`src/rtl/eth_xbar_scheduler.sv`:
```
`timescale 1ns/1ps
`default_nettype none
// +----------------------------------------------------------------------------+
// | eth_xbar_scheduler: 8x8 crossbar scheduler, round-robin per output port.   |
// | Rev 1.0                                                                    |
// +----------------------------------------------------------------------------+
module eth_xbar_scheduler #(
  parameter int NPORTS     = 8,
  parameter int PAD_CYCLES = 5
) (
  input  logic                  clk,
  input  logic                  reset_n,
  input  logic [NPORTS-1:0]     frame_n,
  input  logic [NPORTS-1:0]     valid_n,
  input  logic [NPORTS-1:0]     di,
  output logic [NPORTS-1:0]     in_grant,
  output logic [NPORTS-1:0]     in_drop,
  output logic [NPORTS-1:0]     out_busy,
  output logic [3*NPORTS-1:0]   out_sel
);

  localparam int AW = 3;
  localparam int PW = $clog2(PAD_CYCLES + 1);
  localparam logic [PW-1:0] PAD_LAST = PW'(PAD_CYCLES - 1);

  typedef enum logic [2:0] {
    S_IDLE = 3'd0,
    S_ADDR = 3'd1,
    S_REQ  = 3'd2,
    S_XFER = 3'd3,
    S_DROP = 3'd4
  } state_t;

  state_t          state     [NPORTS];
  state_t          state_nxt [NPORTS];
  logic [AW-1:0]   addr      [NPORTS];
  logic [AW-1:0]   addr_nxt  [NPORTS];
  logic [1:0]      acnt      [NPORTS];
  logic [1:0]      acnt_nxt  [NPORTS];
  logic [PW-1:0]   pcnt      [NPORTS];
  logic [PW-1:0]   pcnt_nxt  [NPORTS];
  logic [AW-1:0]   ptr       [NPORTS];
  logic [AW-1:0]   ptr_nxt   [NPORTS];
  logic [AW-1:0]   sel       [NPORTS];
  logic [AW-1:0]   sel_nxt   [NPORTS];
  logic [NPORTS-1:0] busy_nxt;
  logic [NPORTS-1:0] drop_nxt;
  logic [NPORTS-1:0] won;
  logic [NPORTS-1:0] req;
  logic [NPORTS-1:0] last_bit;

  always_comb begin
    for (int i = 0; i < NPORTS; i++) begin
      req[i]      = (state[i] == S_REQ) && !frame_n[i];
      last_bit[i] = (state[i] == S_XFER) && frame_n[i] && !valid_n[i];
    end
  end

  // Releases free an output for the next edge only: arbitration looks at the
  // registered busy flag, so a freed output is never re-granted on the same edge.
  always_comb begin
    logic          found;
    logic [AW-1:0] idx;
    found    = 1'b0;
    idx      = '0;
    busy_nxt = out_busy;
    won      = '0;
    for (int o = 0; o < NPORTS; o++) begin
      ptr_nxt[o] = ptr[o];
      sel_nxt[o] = sel[o];
    end
    for (int i = 0; i < NPORTS; i++) begin
      if (last_bit[i]) begin
        busy_nxt[addr[i]] = 1'b0;
        sel_nxt[addr[i]]  = '0;
      end
    end
    for (int o = 0; o < NPORTS; o++) begin
      found = 1'b0;
      if (!out_busy[o]) begin
        for (int k = 1; k <= NPORTS; k++) begin
          idx = ptr[o] + AW'(k);
          if (!found && req[idx] && (addr[idx] == AW'(o))) begin
            found       = 1'b1;
            ptr_nxt[o]  = idx;
            sel_nxt[o]  = idx;
            busy_nxt[o] = 1'b1;
            won[idx]    = 1'b1;
          end
        end
      end
    end
  end

  always_comb begin
    for (int i = 0; i < NPORTS; i++) begin
      state_nxt[i] = state[i];
      addr_nxt[i]  = addr[i];
      acnt_nxt[i]  = acnt[i];
      pcnt_nxt[i]  = pcnt[i];
      drop_nxt[i]  = 1'b0;
      case (state[i])
        S_IDLE: begin
          if (!frame_n[i]) begin
            addr_nxt[i]  = {2'b00, di[i]};
            acnt_nxt[i]  = 2'd1;
            state_nxt[i] = S_ADDR;
          end
        end
        S_ADDR: begin
          if (frame_n[i]) begin
            state_nxt[i] = S_IDLE;
          end else begin
            addr_nxt[i][acnt[i]] = di[i];
            if (acnt[i] == 2'd2) begin
              state_nxt[i] = S_REQ;
              pcnt_nxt[i]  = '0;
            end else begin
              acnt_nxt[i] = acnt[i] + 2'd1;
            end
          end
        end
        S_REQ: begin
          if (frame_n[i]) begin
            state_nxt[i] = S_IDLE;
          end else if (won[i]) begin
            state_nxt[i] = S_XFER;
          end else if (pcnt[i] == PAD_LAST) begin
            state_nxt[i] = S_DROP;
            drop_nxt[i]  = 1'b1;
          end else begin
            pcnt_nxt[i] = pcnt[i] + PW'(1);
          end
        end
        S_XFER: begin
          if (last_bit[i]) state_nxt[i] = S_IDLE;
        end
        S_DROP: begin
          if (frame_n[i]) state_nxt[i] = S_IDLE;
        end
        default: state_nxt[i] = S_IDLE;
      endcase
    end
  end

  always_ff @(posedge clk) begin
    if (!reset_n) begin
      in_grant <= '0;
      in_drop  <= '0;
      out_busy <= '0;
      for (int i = 0; i < NPORTS; i++) begin
        state[i] <= S_IDLE;
        addr[i]  <= '0;
        acnt[i]  <= '0;
        pcnt[i]  <= '0;
        ptr[i]   <= AW'(NPORTS - 1);
        sel[i]   <= '0;
      end
    end else begin
      in_drop  <= drop_nxt;
      out_busy <= busy_nxt;
      for (int i = 0; i < NPORTS; i++) begin
        state[i]    <= state_nxt[i];
        addr[i]     <= addr_nxt[i];
        acnt[i]     <= acnt_nxt[i];
        pcnt[i]     <= pcnt_nxt[i];
        ptr[i]      <= ptr_nxt[i];
        sel[i]      <= sel_nxt[i];
        in_grant[i] <= (state_nxt[i] == S_XFER);
      end
    end
  end

  generate
    for (genvar o = 0; o < NPORTS; o++) begin : g_sel
      assign out_sel[3*o +: 3] = sel[o];
    end
  endgenerate

endmodule
`default_nettype wire

```
`config.mk`:
```
export PLATFORM = sky130hd
export DESIGN_NAME = eth_xbar_scheduler
export DESIGN_NICKNAME = d
export VERILOG_FILES = /design/src/rtl/eth_xbar_scheduler.sv
export SDC_FILE = /design/constraint.sdc
export NUM_CORES = 1
export LEC_CHECK = 0
export CORE_ASPECT_RATIO = 1.4
export CORE_MARGIN = 4
export CORE_UTILIZATION = 44
export DETAILED_ROUTE_END_ITERATION = 7
export MAX_ROUTING_LAYER = met4
export PLACE_DENSITY = 0.64
export REMOVE_ABC_BUFFERS = 1
export SLEW_MARGIN = 20
export SYNTH_ARGS = -nofsm -noshare
export SYNTH_HDL_FRONTEND = slang
export SYNTH_SLANG_ARGS = --single-unit
export TNS_END_PERCENT = 5
```
`constraint.sdc`:
```
create_clock -name clk -period 6.7 [get_ports clk]
set_input_delay 1.34 -clock clk [delete_from_list [all_inputs] [get_ports clk]]
set_output_delay 1.34 -clock clk [all_outputs]
set_load 0.02 [all_outputs]
```
==> Yosys cells after proc, flatten, opt, wreduce, memory -nomap -nowiden <==
Memories as Yosys holds them, arrays and structs flattened.
Index checks and enable logic that the tools add are counted.
Widths: inputs -> output; s select.
{ "word_totals": {"register_bits": 24, "mem_bits_rw": 136, "inputBits": 26, "out_inout_bits": 48, "word_cells": 1882, "memories": 6} }
{ "mem_list": {"columns": ["name", "depth", "width", "read_ports", "rd_ports_with_merged_regs", "write_ports", "line", "text"], "rows": [
  ["addr", 8, 3, 72, 0, 8, "36", "logic [AW-1:0] addr [NPORTS];"],
  ["pcnt", 8, 3, 8, 0, 8, "40", "logic [PW-1:0] pcnt [NPORTS];"],
  ["ptr", 8, 3, 8, 0, 8, "42", "logic [AW-1:0] ptr [NPORTS];"],
  ["sel", 8, 3, 8, 0, 8, "44", "logic [AW-1:0] sel [NPORTS];"],
  ["state", 8, 3, 8, 0, 8, "34", "state_t state [NPORTS];"],
  ["acnt", 8, 2, 8, 0, 8, "38", "logic [1:0] acnt [NPORTS];"]
]} }
{ "op_classes": {"addsub": 72, "magnitude_cmp": 176, "eq_ne": 112, "muxes": 1018, "bitwise_logic": 160, "reduce_logical": 328} }
{ "op_table": {"columns": ["cell", "count"], "rows": [
  ["$mux 8", 136],
  ["$mux 3", 312],
  ["$or 8x8->8", 63],
  ["$mux 1", 338],
  ["$lt 3x4->1 const B", 72],
  ["$logic_and 1x1->1", 232],
  ["$demux 1 s3", 72],
  ["$ge 3x1->1 const B", 72],
  ["$and 24x24->24", 8],
  ["$bmux 1 s3", 64],
  ["$mux 24", 8],
  ["$not 24->24", 8],
  ["$eq 3x3->1 const B", 48],
  ["$eq 3x2->1 const B", 40],
  ["$pmux 3 s5", 8],
  ["$add 3x3->3 const B", 32],
  ["$pmux 3 s2", 16],
  ["$demux 3 s3", 8],
  ["$logic_not 1->1", 72],
  ["$and 8x8->8", 8],
  ["$mux 2", 32],
  ["$not 8->8", 8],
  ["$add 3x1->3 const B", 16],
  ["$add 3x2->3 const B", 16],
  ["other kinds (15)", 177]
]} }

==> Depth between registers and ports, before layout <==
{ "depth": {"word_depth": 214, "depth_mapped": 19, "mapped_depth_nobuf": 14} }

==> Worst setup path before layout <==
Ideal clock, no wire load.
{ "synth_timing": {"path_type": "input -> register", "from": "in frame_n[3]", "to": "mem pcnt[1][1] in the netlist's numbering", "setup_ns": 0.121, "arrival_ns": 5.171, "t_required_ns": 6.579, "setup_slack_ns": 1.409, "path_stages": 16, "n_path_buf": 4, "cell_sequence": "buf_6 -> or4b_4 -> buf_6 -> or4_4 -> o21a_1 -> mux4_2 -> and4_4 -> buf_6 -> a31oi_4 -> o221ai_2 -> a211oi_2 -> nand4_1 -> or4b_1 -> buf_2 -> o21ai_0 -> mux2_2"} }
{ "synth_lines": {"columns": ["element", "line", "text"], "rows": [
  ["start: declaration", "13", "input logic [NPORTS-1:0] frame_n,"],
  ["end: declaration", "40", null]
]} }

==> impl_metrics.py <==
metrics = {
    "cells_and_area": {
        "multi_input_area_um2": 18100,
        "layout_commonest_cell": "nand2_1",
        "final_cell_mix": "nand2_1 (337), nor2_1 (302), buf_4 (249)",
        "area_delta_synth_final_pct": 14.3,
        "fin_cells": 4006,
        "drive_above_1_share": 0.133,
        "nets": 3455,
        "num-fill-cells": 5141,
        "seq_area_um2": 3200,
        "post-route-util": 0.508,
    },
    "floorplan": {
        "num_io_pins": 74,
        "die_h_um": 277,
        "die_width_um": 200,
        "start_util": 0.445,
        "coreArea_um2": 51000,
        "num_rows": 98,
        "die_area_um2": 55300,
    },
    "outcome": {
        "status": "complete, but fails checks",
        "violations": "DRC",
    },
    "global_routing": {
        "grt_pass1_wl_mm": 174,
        "grt_use_total": 0.417,
        "grt_pass1_vias": 27800,
        "grt_overflow": 0,
        "grt_start_max_net_pins": 84,
        "antenna_found_initial": 2,
    },
    "power": {
        "p_sw_mw": 4.64,
        "switching_share": 0.552,
        "ir_drop_v": 0.000226,
        "p_comb_frac": 0.718,
        "p_int_mw": 3.76,
        "p_leak_nw": 9.36,
        "clkPwrFrac": 0.131,
        "p_per_area_nw_per_um2": 324,
        "seqPwrFrac": 0.151,
    },
    "worst_setup_path": {
        "start_kind": "primary input",
        "criticalPathCategory": "in -> reg",
        "critPathArrivalTime_ns": 6.88,
        "setup.worst_path.end_class": "register",
        "crit_required_ns": 7.09,
        "critPathMaxFanout": 11,
    },
    "place": {
        "dp_hpwl_mm": 88.9,
        "finalWeightedCongestion": 1.11,
        "place_inst": 3972,
        "port_buffers": 73,
        "pre_cts_slack_ns": 0.0179,
    },
    "synthesis": {
        "synthArstFlopShare": 0,
        "ys_seq_elements": 160,
        "ys_seq_area_frac": 0.141,
        "yosysWarnings": 0,
        "avgSynthCellArea_um2": 7.01,
        "synth_cells": 3235,
        "synth_edf_count": 0,
        "ys_types": 109,
        "syn-cell-area_um2": 22700,
        "synth_ff_type": "dfxtp_1",
    },
    "clock_tree": {
        "clock_tree.root_cell": "clkbuf_16",
        "cts_tree": "built",
        "clock_path_buffers": 2,
        "numCtsBuffers": 17,
        "cts_sinks": 160,
        "path_clk_slew_ns": 0.08,
        "htreeDepth": 4,
        "post_cts_buffers": 0,
        "cts_resized": 0,
        "clk_latency_ns": 0.52,
        "holdBufCountCts": 0,
    },
    "run": {
        "cap_viol_max_count": 0,
    },
    "timing": {
        "skew_ns": 0.0236,
        "rsz0062_at_grt": "false",
        "fin_crit_ns": 6.49,
        "setup_viol": 0,
        "fin_ws_ns": 0.212,
        "tightest_slew_ns": 1.16,
        "fin_crit_sh": 0.968,
        "drv_slew": 0,
        "hold_violations": 0,
        "slew_headroom": 0.228,
        "fmax_mhz": 154,
    },
    "drt": {
        "dr.pass1.iters": 8,
        "via_count": 28900,
        "drc": 1,
        "ant_nets": 0,
        "drt_iter0_markers": 3710,
        "viasPerCell": 7.22,
        "wl_per_cell_um": 29.0,
        "wl_mm": 116,
    },
    "min_path": {
        "worstHoldPathType": "reg -> reg",
    },
}
through the flow:
stage                     hold slack, ns  TNS [ns]  instance area, µm²  power [mW]
after floorplan                    0.451         0               21700        4.69
after global placement             0.461    -0.850               25300        7.08
after detailed placement           0.475         0               25300        7.09
after CTS                          0.489         0               25900        8.22
after global routing               0.506         0               25900        8.83
final                              0.486         0               25900        8.41
sequential cells by signal, summed over array words and instances (netlist names):
register	flops
addr	24
pcnt	24
ptr	24
sel	24
state	24
acnt	16
in_drop	8
in_grant	8
out_busy	8
power by group through the flow:
stage | Clock (mW) | Combinational (mW) | Sequential, mW
global route | 1.15 | 6.40 | 1.28
detailed placement | 0 | 5.81 | 1.28
finish | 1.10 | 6.04 | 1.27
CTS | 1.13 | 5.84 | 1.26
global placement | 0 | 5.80 | 1.27
floorplan | 0 | 3.28 | 1.41
cell type report:
class	instances	share of cell area
multi-input combinational	2720	0.699
sequential	160	0.124
timing repair buffer	328	0.105
tap	650	0.0314
inverter	114	0.0166
clock buffer	17	0.0164
clock inverter	15	0.00806
antenna	2	0.000193
Yosys cell counts, types with 47 or more instances:
cell / number / share of area
nor2_1: 302 / 0.050
o211ai_1: 50 / 0.017
a21oi_1: 209 / 0.046
nand3_1: 153 / 0.034
ha_1: 88 / 0.049
a211oi_1: 53 / 0.018
inv_1: 103 / 0.017
clkbuf_1: 195 / 0.032
nor4_1: 70 / 0.019
o21ai_0: 194 / 0.043
or3_1: 47 / 0.013
mux2i_1: 65 / 0.029
nand4_1: 91 / 0.025
nand2b_1: 62 / 0.017
mux4_2: 60 / 0.060
a31oi_1: 55 / 0.015
nor3_1: 122 / 0.027
dfxtp_1: 160 / 0.14
nand2_1: 337 / 0.056
critical path: stages:
cell             delay [ns]
clkdlybuf4s50_1        0.42
or3_1                  0.63
buf_4                  0.27
nor3_1                 0.34
buf_4                  0.21
a32o_1                 0.20
mux4_2                 0.46
nor4_1                 0.11
buf_4                  0.19
a22oi_1                0.18
a31oi_1                0.21
nor4_1                 0.61
nand4_1                0.15
or4b_1                 0.75
buf_4                  0.24
o21ai_0                0.20
mux2_2                 0.35
final timing paths:
| path | endpoint | cells past startpoint | slack, ns | startpoint |
|---|---|---|---|---|
| max | pcnt[1][1] | 17 | 0.21 | frame_n[7] |
| min | pcnt[0][0] | 2 | 0.49 | pcnt[0][0] |
| max reg2reg | pcnt[1][1] | 18 | 0.70 | ptr[1][0] |
| min reg2reg | pcnt[0][0] | 2 | 0.49 | pcnt[0][0] |
routing by layer:
layer / share of wire / GRT usage
met5: 0 / -
met4: 0.090 / 0.284
met3: 0.10 / 0.0916
met2: 0.46 / 0.662
met1: 0.35 / 0.463
cell families after synthesis:
group,synth area share
and+or+nand+nor,0.328
AOI/OAI and AO/OA,0.304
adders and majority gates,0.0486
muxes,0.100
buffers and inverters,0.0623
xor gates and xnor gates,0.0158
DFF,0.141
No activity file was read; power rests on OpenSTA's default activity.
